===== src/rtl/tpg_pkg.sv =====
// Shared definitions for the AXI-Stream test pattern generator:
// frame FSM state encoding, pattern select codes and a counter-width helper.
package tpg_pkg;

  typedef enum logic [1:0] {
    ST_IDLE   = 2'd0,
    ST_ACTIVE = 2'd1,
    ST_BLANK  = 2'd2
  } tpg_state_t;

  typedef enum logic [1:0] {
    PAT_X_RAMP  = 2'd0,
    PAT_Y_RAMP  = 2'd1,
    PAT_CHECKER = 2'd2,
    PAT_XY_SUM  = 2'd3
  } tpg_pattern_t;

  // $clog2 of a count, but never narrower than one bit (a count of 1 still needs a register)
  function automatic int cnt_width(input int n);
    return (n > 1) ? $clog2(n) : 1;
  endfunction

endpackage


===== src/rtl/tpg_pattern_lut.sv =====
// Combinational pixel generator: maps (x, y, pattern) to one pixel value.
// Ramps and the diagonal sum wrap modulo 2^DATA_WIDTH; the checkerboard
// uses 8x8 tiles (bit 3 of each coordinate).
module tpg_pattern_lut
  import tpg_pkg::*;
#(
  parameter int DATA_WIDTH = 8,
  parameter int X_WIDTH    = 10,
  parameter int Y_WIDTH    = 9
) (
  input  logic [X_WIDTH-1:0]    x,
  input  logic [Y_WIDTH-1:0]    y,
  input  logic [1:0]            pattern,
  output logic [DATA_WIDTH-1:0] pixel
);

  logic x_bit3_s;
  logic y_bit3_s;

  // Tile bits; a coordinate narrower than 4 bits always sits in tile 0
  always_comb begin
    x_bit3_s = |(x & X_WIDTH'(4'd8));
    y_bit3_s = |(y & Y_WIDTH'(4'd8));
  end

  // Pattern select
  always_comb begin
    case (tpg_pattern_t'(pattern))
      PAT_X_RAMP:  pixel = DATA_WIDTH'(x);
      PAT_Y_RAMP:  pixel = DATA_WIDTH'(y);
      PAT_CHECKER: begin
        if (x_bit3_s ^ y_bit3_s) begin
          pixel = {DATA_WIDTH{1'b1}};
        end else begin
          pixel = {DATA_WIDTH{1'b0}};
        end
      end
      PAT_XY_SUM:  pixel = DATA_WIDTH'(x) + DATA_WIDTH'(y);
      default:     pixel = {DATA_WIDTH{1'b0}};
    endcase
  end

endmodule


===== src/rtl/axis_test_pattern_gen.sv =====
// AXI-Stream video test pattern generator.
// IDLE -> ACTIVE (one frame of FRAME_WIDTH x FRAME_HEIGHT beats) -> BLANK
// (BLANK_CYCLES idle cycles) -> ACTIVE/IDLE. Frames always complete once
// started; the pattern select is sampled only when a frame starts.
// All stream outputs are registered: the next beat is computed from the
// next coordinates and loaded on the edge that starts/advances the frame.
// Optional feature macro: TPG_FRAME_COUNT_EN enables the 16-bit completed
// frame counter; without it o_frame_count is tied to zero.
module axis_test_pattern_gen
  import tpg_pkg::*;
#(
  parameter int AXIS_DATA_WIDTH = 8,
  parameter int FRAME_WIDTH     = 640,
  parameter int FRAME_HEIGHT    = 480,
  parameter int BLANK_CYCLES    = 16
) (
  input  logic                       i_axi_clk,
  input  logic                       i_axi_rst,
  input  logic                       i_enable,
  input  logic [1:0]                 i_pattern,
  output logic                       o_axis_out_tuser,
  output logic                       o_axis_out_tvalid,
  input  logic                       i_axis_out_tready,
  output logic                       o_axis_out_tlast,
  output logic [AXIS_DATA_WIDTH-1:0] o_axis_out_tdata,
  output logic                       o_busy,
  output logic [15:0]                o_frame_count
);

  localparam int XW = cnt_width(FRAME_WIDTH);
  localparam int YW = cnt_width(FRAME_HEIGHT);
  localparam int BW = cnt_width(BLANK_CYCLES);
  localparam logic [XW-1:0] X_LAST = XW'(FRAME_WIDTH - 1);
  localparam logic [YW-1:0] Y_LAST = YW'(FRAME_HEIGHT - 1);
  localparam logic [BW-1:0] B_LAST = BW'((BLANK_CYCLES > 0) ? (BLANK_CYCLES - 1) : 0);

  tpg_state_t                 state_r;
  logic [XW-1:0]              x_r;
  logic [YW-1:0]              y_r;
  logic [1:0]                 pat_r;
  logic [BW-1:0]              blank_cnt_r;
  logic                       tvalid_r;
  logic                       tuser_r;
  logic                       tlast_r;
  logic [AXIS_DATA_WIDTH-1:0] tdata_r;
  logic                       busy_r;

  logic                       accept_s;
  logic                       frame_end_s;
  logic                       blank_done_s;
  logic                       start_s;
  logic                       load_s;
  logic [XW-1:0]              nx_s;
  logic [YW-1:0]              ny_s;
  logic [1:0]                 npat_s;
  logic [AXIS_DATA_WIDTH-1:0] pix_s;

  // Handshake and frame-boundary events for this cycle
  always_comb begin
    accept_s     = (state_r == ST_ACTIVE) && tvalid_r && i_axis_out_tready;
    frame_end_s  = accept_s && (x_r == X_LAST) && (y_r == Y_LAST);
    blank_done_s = (state_r == ST_BLANK) && (blank_cnt_r == B_LAST);
    // A zero-length blank lets the last pixel's edge start the next frame directly
    start_s      = i_enable && ((state_r == ST_IDLE) || blank_done_s ||
                                (frame_end_s && (BLANK_CYCLES == 0)));
    load_s       = start_s || (accept_s && !frame_end_s);
  end

  // Next raster position and the pattern that applies to it
  always_comb begin
    nx_s   = x_r;
    ny_s   = y_r;
    npat_s = pat_r;
    if (start_s) begin
      nx_s   = {XW{1'b0}};
      ny_s   = {YW{1'b0}};
      npat_s = i_pattern;
    end else if (accept_s) begin
      if (x_r == X_LAST) begin
        nx_s = {XW{1'b0}};
        if (y_r == Y_LAST) begin
          ny_s = {YW{1'b0}};
        end else begin
          ny_s = y_r + YW'(1'b1);
        end
      end else begin
        nx_s = x_r + XW'(1'b1);
        ny_s = y_r;
      end
    end else begin
      nx_s = x_r;
      ny_s = y_r;
    end
  end

  tpg_pattern_lut #(
    .DATA_WIDTH (AXIS_DATA_WIDTH),
    .X_WIDTH    (XW),
    .Y_WIDTH    (YW)
  ) u_lut (
    .x       (nx_s),
    .y       (ny_s),
    .pattern (npat_s),
    .pixel   (pix_s)
  );

  // Frame FSM, raster counters and registered stream/status outputs
  always_ff @(posedge i_axi_clk or posedge i_axi_rst) begin
    if (i_axi_rst) begin
      state_r     <= ST_IDLE;
      x_r         <= {XW{1'b0}};
      y_r         <= {YW{1'b0}};
      pat_r       <= 2'd0;
      blank_cnt_r <= {BW{1'b0}};
      tvalid_r    <= 1'b0;
      tuser_r     <= 1'b0;
      tlast_r     <= 1'b0;
      tdata_r     <= {AXIS_DATA_WIDTH{1'b0}};
      busy_r      <= 1'b0;
    end else begin
      x_r   <= nx_s;
      y_r   <= ny_s;
      pat_r <= npat_s;
      if (load_s) begin
        tvalid_r <= 1'b1;
        tdata_r  <= pix_s;
        tuser_r  <= (nx_s == {XW{1'b0}}) && (ny_s == {YW{1'b0}});
        tlast_r  <= (nx_s == X_LAST);
      end else if ((state_r != ST_ACTIVE) || frame_end_s) begin
        tvalid_r <= 1'b0;
        tdata_r  <= {AXIS_DATA_WIDTH{1'b0}};
        tuser_r  <= 1'b0;
        tlast_r  <= 1'b0;
      end else begin
        // Stalled beat: hold everything until the sink takes it
        tvalid_r <= tvalid_r;
      end
      case (state_r)
        ST_IDLE: begin
          blank_cnt_r <= {BW{1'b0}};
          if (start_s) begin
            state_r <= ST_ACTIVE;
            busy_r  <= 1'b1;
          end else begin
            state_r <= ST_IDLE;
            busy_r  <= 1'b0;
          end
        end
        ST_ACTIVE: begin
          blank_cnt_r <= {BW{1'b0}};
          if (frame_end_s) begin
            if (start_s) begin
              state_r <= ST_ACTIVE;
              busy_r  <= 1'b1;
            end else if (BLANK_CYCLES == 0) begin
              state_r <= ST_IDLE;
              busy_r  <= 1'b0;
            end else begin
              state_r <= ST_BLANK;
              busy_r  <= 1'b1;
            end
          end else begin
            state_r <= ST_ACTIVE;
            busy_r  <= 1'b1;
          end
        end
        ST_BLANK: begin
          if (blank_done_s) begin
            blank_cnt_r <= {BW{1'b0}};
            if (start_s) begin
              state_r <= ST_ACTIVE;
              busy_r  <= 1'b1;
            end else begin
              state_r <= ST_IDLE;
              busy_r  <= 1'b0;
            end
          end else begin
            blank_cnt_r <= blank_cnt_r + BW'(1'b1);
            state_r     <= ST_BLANK;
            busy_r      <= 1'b1;
          end
        end
        default: begin
          state_r     <= ST_IDLE;
          blank_cnt_r <= {BW{1'b0}};
          busy_r      <= 1'b0;
        end
      endcase
    end
  end

`ifdef TPG_FRAME_COUNT_EN
  logic [15:0] frame_count_r;

  // Completed-frame counter, wraps naturally at 16 bits
  always_ff @(posedge i_axi_clk or posedge i_axi_rst) begin
    if (i_axi_rst) begin
      frame_count_r <= 16'd0;
    end else if (frame_end_s) begin
      frame_count_r <= frame_count_r + 16'd1;
    end else begin
      frame_count_r <= frame_count_r;
    end
  end

  assign o_frame_count = frame_count_r;
`else
  assign o_frame_count = 16'd0;
`endif

  assign o_axis_out_tvalid = tvalid_r;
  assign o_axis_out_tuser  = tuser_r;
  assign o_axis_out_tlast  = tlast_r;
  assign o_axis_out_tdata  = tdata_r;
  assign o_busy            = busy_r;

endmodule

===== config.mk =====
export PLATFORM = sky130hd
export DESIGN_NAME = axis_test_pattern_gen
export DESIGN_NICKNAME = d
export VERILOG_FILES = /design/src/rtl/tpg_pkg.sv /design/src/rtl/tpg_pattern_lut.sv /design/src/rtl/axis_test_pattern_gen.sv
export SDC_FILE = /design/constraint.sdc
export NUM_CORES = 1
export LEC_CHECK = 0
export CAP_MARGIN = 25
export CELL_PAD_IN_SITES_DETAIL_PLACEMENT = 0
export CELL_PAD_IN_SITES_GLOBAL_PLACEMENT = 1
export CORE_ASPECT_RATIO = 1.5
export CORE_MARGIN = 3
export CORE_UTILIZATION = 42
export CTS_CLUSTER_DIAMETER = 30
export DETAILED_ROUTE_END_ITERATION = 8
export PLACE_DENSITY = 0.8
export SLEW_MARGIN = 0
export SYNTH_ARGS = -nofsm -noshare
export SYNTH_HDL_FRONTEND = slang
export SYNTH_SLANG_ARGS = --single-unit
export TNS_END_PERCENT = 5

===== constraint.sdc =====
create_clock -name i_axi_clk -period 4.3 [get_ports i_axi_clk]
set_input_delay 0.86 -clock i_axi_clk [delete_from_list [all_inputs] [get_ports i_axi_clk]]
set_output_delay 0.86 -clock i_axi_clk [all_outputs]
set_load 0.02 [all_outputs]

==> summary.txt <==
Synthesis
  • Cell accounting for the most synthesized area: dfrtp_1
  • Sequential area share after synthesis: 38.0%
  • Top cells by count, synth: 39 x dfrtp_1, 29 x nand2_1, 21 x nor2_1
  • Synthesized flop and latch total: 39
  • Ys async rst share: 100%
  • Count of distinct cell types in the synthesized netlist: 51
  • Yosys top cell area share: 38.0%
  • Flip-flop cell with the highest count after synthesis: dfrtp_1
  • Most repeated cell in the gate-level netlist after synthesis: dfrtp_1
  • Mapped cell area: 2570 um2
  • Yosys warns: 0
  • Number of enable flip-flop cells after synthesis: 0
  • Cell count after synthesis: 284
  • Syn avg cell area: 9.05 um2
  • Top cells by area in the synthesized netlist: dfrtp_1 38%, buf_4 5.3%, ha_1 4.4%

Place
  • Placement Cell Area: 2970 um2
  • DP Wirelength: 5430 um
  • Routability-driven placement congestion ratio: 0.880
  • Count of buffers inserted at the top-level ports: 17
  • Setup Slack @ Placement: -0.160 ns

Clock network
  • Buffers from clock root to sink, at most: 2
  • Number of setup buffers added after CTS: 0
  • Clock H-tree levels: 2
  • Number of clock sinks: 39
  • Clk slew on worst S/H paths: 0.08 ns
  • Clock tree from TritonCTS: built
  • Worst-skew pair later-pin latency: 0.30 ns
  • CTS Buf Count: 5
  • Clock root buffer: clkbuf_8
  • Post-CTS Hold Fix Bufs: 0

Timing
  • Worst Slack Setup Final: 0.241 ns
  • Final-report setup violation count: 0
  • Highest clock frequency the design can meet: 0.246 GHz
  • Minimum clock period after layout: 4.06 ns
  • Slew of the pin with the lowest slew margin: 0.740 ns
  • Period utilization: 94.4%
  • Final Skew: 0.00584 ns
  • RSZ-0062 raised after global routing: no
  • Worst slew margin relative to its limit: 50.6%
  • Final-report hold violation count: 0
  • Number of pins with negative max-slew slack in the final report: 0

Worst setup path
  • Critical path data arrival time: 4.25 ns
  • Sort of element at the start of the critical path: primary input
  • Kind of critical path: primary input to flip-flop
  • Cell family contributing the most delay on the critical path: simple AND/OR/NAND/NOR gates
  • Largest stage delay on the critical path: 0.48 ns
  • Type of destination of the critical path: flip-flop
  • Data required time of the worst path: 4.49 ns
  • Number of buffer and inverter instances along the worst setup path: 2
  • Library cell contributing the largest single delay on the critical path: clkdlybuf4s50_1
  • Crit-path cells: clkdlybuf4s50_1 -> and4b_1 -> nand2_2 -> or3_4 -> nor4_4 -> or2_1 -> nor2_1 -> ha_1 -> inv_1 -> fa_2 -> a2111oi_2 -> or3_1 -> xnor2_1 -> mux4_2 -> a22o_1
  • Largest fanout on the critical path: 3

Die
  • Horizontal die dimension: 69.9 um
  • I/O pin count: 34
  • Row Count: 34
  • Die extent in y: 102 um
  • Area of the core: 5870 um2
  • Initial cell density of the core: 43.8%
  • DIE AREA: 7110 um2

Routing
  • DRC violation total after the first TritonRoute iteration: 88
  • First drt pass iteration count: 4
  • Post-detailed-routing wire length: 6810 um
  • Via count: 2212
  • Via count normalized by instance count: 5.49
  • Average wire per cell in the routed design: 16.9 um
  • DRC: 0
  • Number of nets still failing antenna checks after routing: 0

Global routing
  • Aggregate global-route resource usage: 20.2%
  • Number of global-route vias before repair: 2245
  • Total congestion overflow after global routing: 0
  • Largest net degree at the start of global routing: 22
  • Antenna violations before repair: 0
  • First-pass GRT wire length: 11200 um

Min path
  • Min-delay worst type: flip-flop to flip-flop

Layout
  • Final Net Count: 346
  • Share of layout cells above drive strength 1: 15.4%
  • # fillers: 584
  • Reg area: 976 um2
  • Total area of multi-input combinational cells: 1430 um2
  • Growth of design area from synthesis to finish: 18.8%
  • Count of antenna diodes in the layout: 0
  • Post-route standard cell area excluding fillers: 3050 um2

Power
  • Cell area power density: 410 nW/um2
  • Reported leakage power: 1.44 nW
  • Peak VDD IR: 178 uV

Job
  • Max-cap viol count: 0

Outcome
  • Run status: finished, final reports clean
-- path summary, 6_finish.rpt --
check                                  start  cells after the start                   to  slack, ns
setup / recovery           i_axis_out_tready                     15  o_axis_out_tdata[4]       0.24
hold / removal                blank_cnt_r[0]                      1       blank_cnt_r[0]       0.47
setup reg to reg                      x_r[0]                     14  o_axis_out_tdata[4]       0.62
hold reg to reg               blank_cnt_r[0]                      1       blank_cnt_r[0]       0.47
max in group asynchronous          i_axi_rst                      3               x_r[7]       2.54
min in group asynchronous          i_axi_rst                      2               o_busy       0.98
-- through the flow --
stage	hold WS (ns)	util (%)	cells	setup TNS (ns)	power [W]
floorplan	0.433	-	299	0	0.000802
global placement	0.455	50.5	395	-0.0941	0.00100
detailed placement	0.466	50.5	395	-0.177	0.00101
CTS	0.477	52.0	403	0	0.00126
global route	0.493	52.0	403	0	0.00133
finish	0.470	52.0	403	0	0.00125
-- state kept, by name, indices dropped and copies added (netlist names) --
| signal | cells |
|---|---|
| blank_cnt_r | 4 |
| o_axis_out_tlast | 1 |
| o_axis_out_tvalid | 1 |
| y_r | 9 |
| x_r | 10 |
| state_r | 2 |
| o_axis_out_tdata | 8 |
| o_axis_out_tuser | 1 |
| o_busy | 1 |
| pat_r | 2 |
-- cell usage in the layout (no fill, tap or decap), drive strengths merged, types with 3 or more instances in the layout --
master / instances
a22o: 5
nand2b: 6
nand4: 7
and3: 4
or3: 7
clkinv: 4
xor2: 12
buf: 33
a21oi: 9
xnor2: 9
mux4: 3
clkdlybuf4s50: 17
nand2: 30
o21ai: 17
o31ai: 4
ha: 9
clkbuf: 5
inv: 13
dfrtp: 39
mux2i: 3
nand3: 16
a31oi: 4
nor3: 12
conb: 16
nor2: 21
-- kinds of logic after synthesis --
family	after synthesis	synth area share, %
AND/OR/NAND/NOR	117	24.4
AO/OA/AOI/OAI	50	12.8
buffers and inverters	40	8.57
flip-flops	39	38.0
XOR/XNOR	21	7.16
adder cells (fa/ha/maj)	10	5.16
multiplexers	6	3.80
other	1	0.146
-- area by class of cell --
type	instances	area share, %
Sequential cell	39	32.0
Inverter	14	1.72
Tap cell	72	2.95
Multi-Input combinational cell	220	46.9
Timing Repair Buffer	50	13.7
Clock buffer	5	2.25
Clock inverter	3	0.492
-- repair_timing --
| action | 4_1_cts | 5_1_grt |
|---|---|---|
| gates resized for setup | 0 | 1 |
| setup endpoints to repair | 0 | 1 |
| endpoints found under the hold margin | 0 | 0 |
-- metal layers --
metal  wire length, um  vias to the layer above  track usage (%)
met4               342                        0             12.2
met2              3580                       58             35.3
li1                  -                     1075                -
met3               204                       23             2.58
met5                 0                        -                0
met1              2680                     1056             23.4
-- where the power goes --
| group | switching, W | internal, W |
|---|---|---|
| clock network | 0.000136 | 0.000111 |
| logic | 0.000302 | 0.000230 |
| registers | 0.0000466 | 0.000425 |
| total | 0.000485 | 0.000765 |
Note: power is estimated with default switching activity, not from simulation.
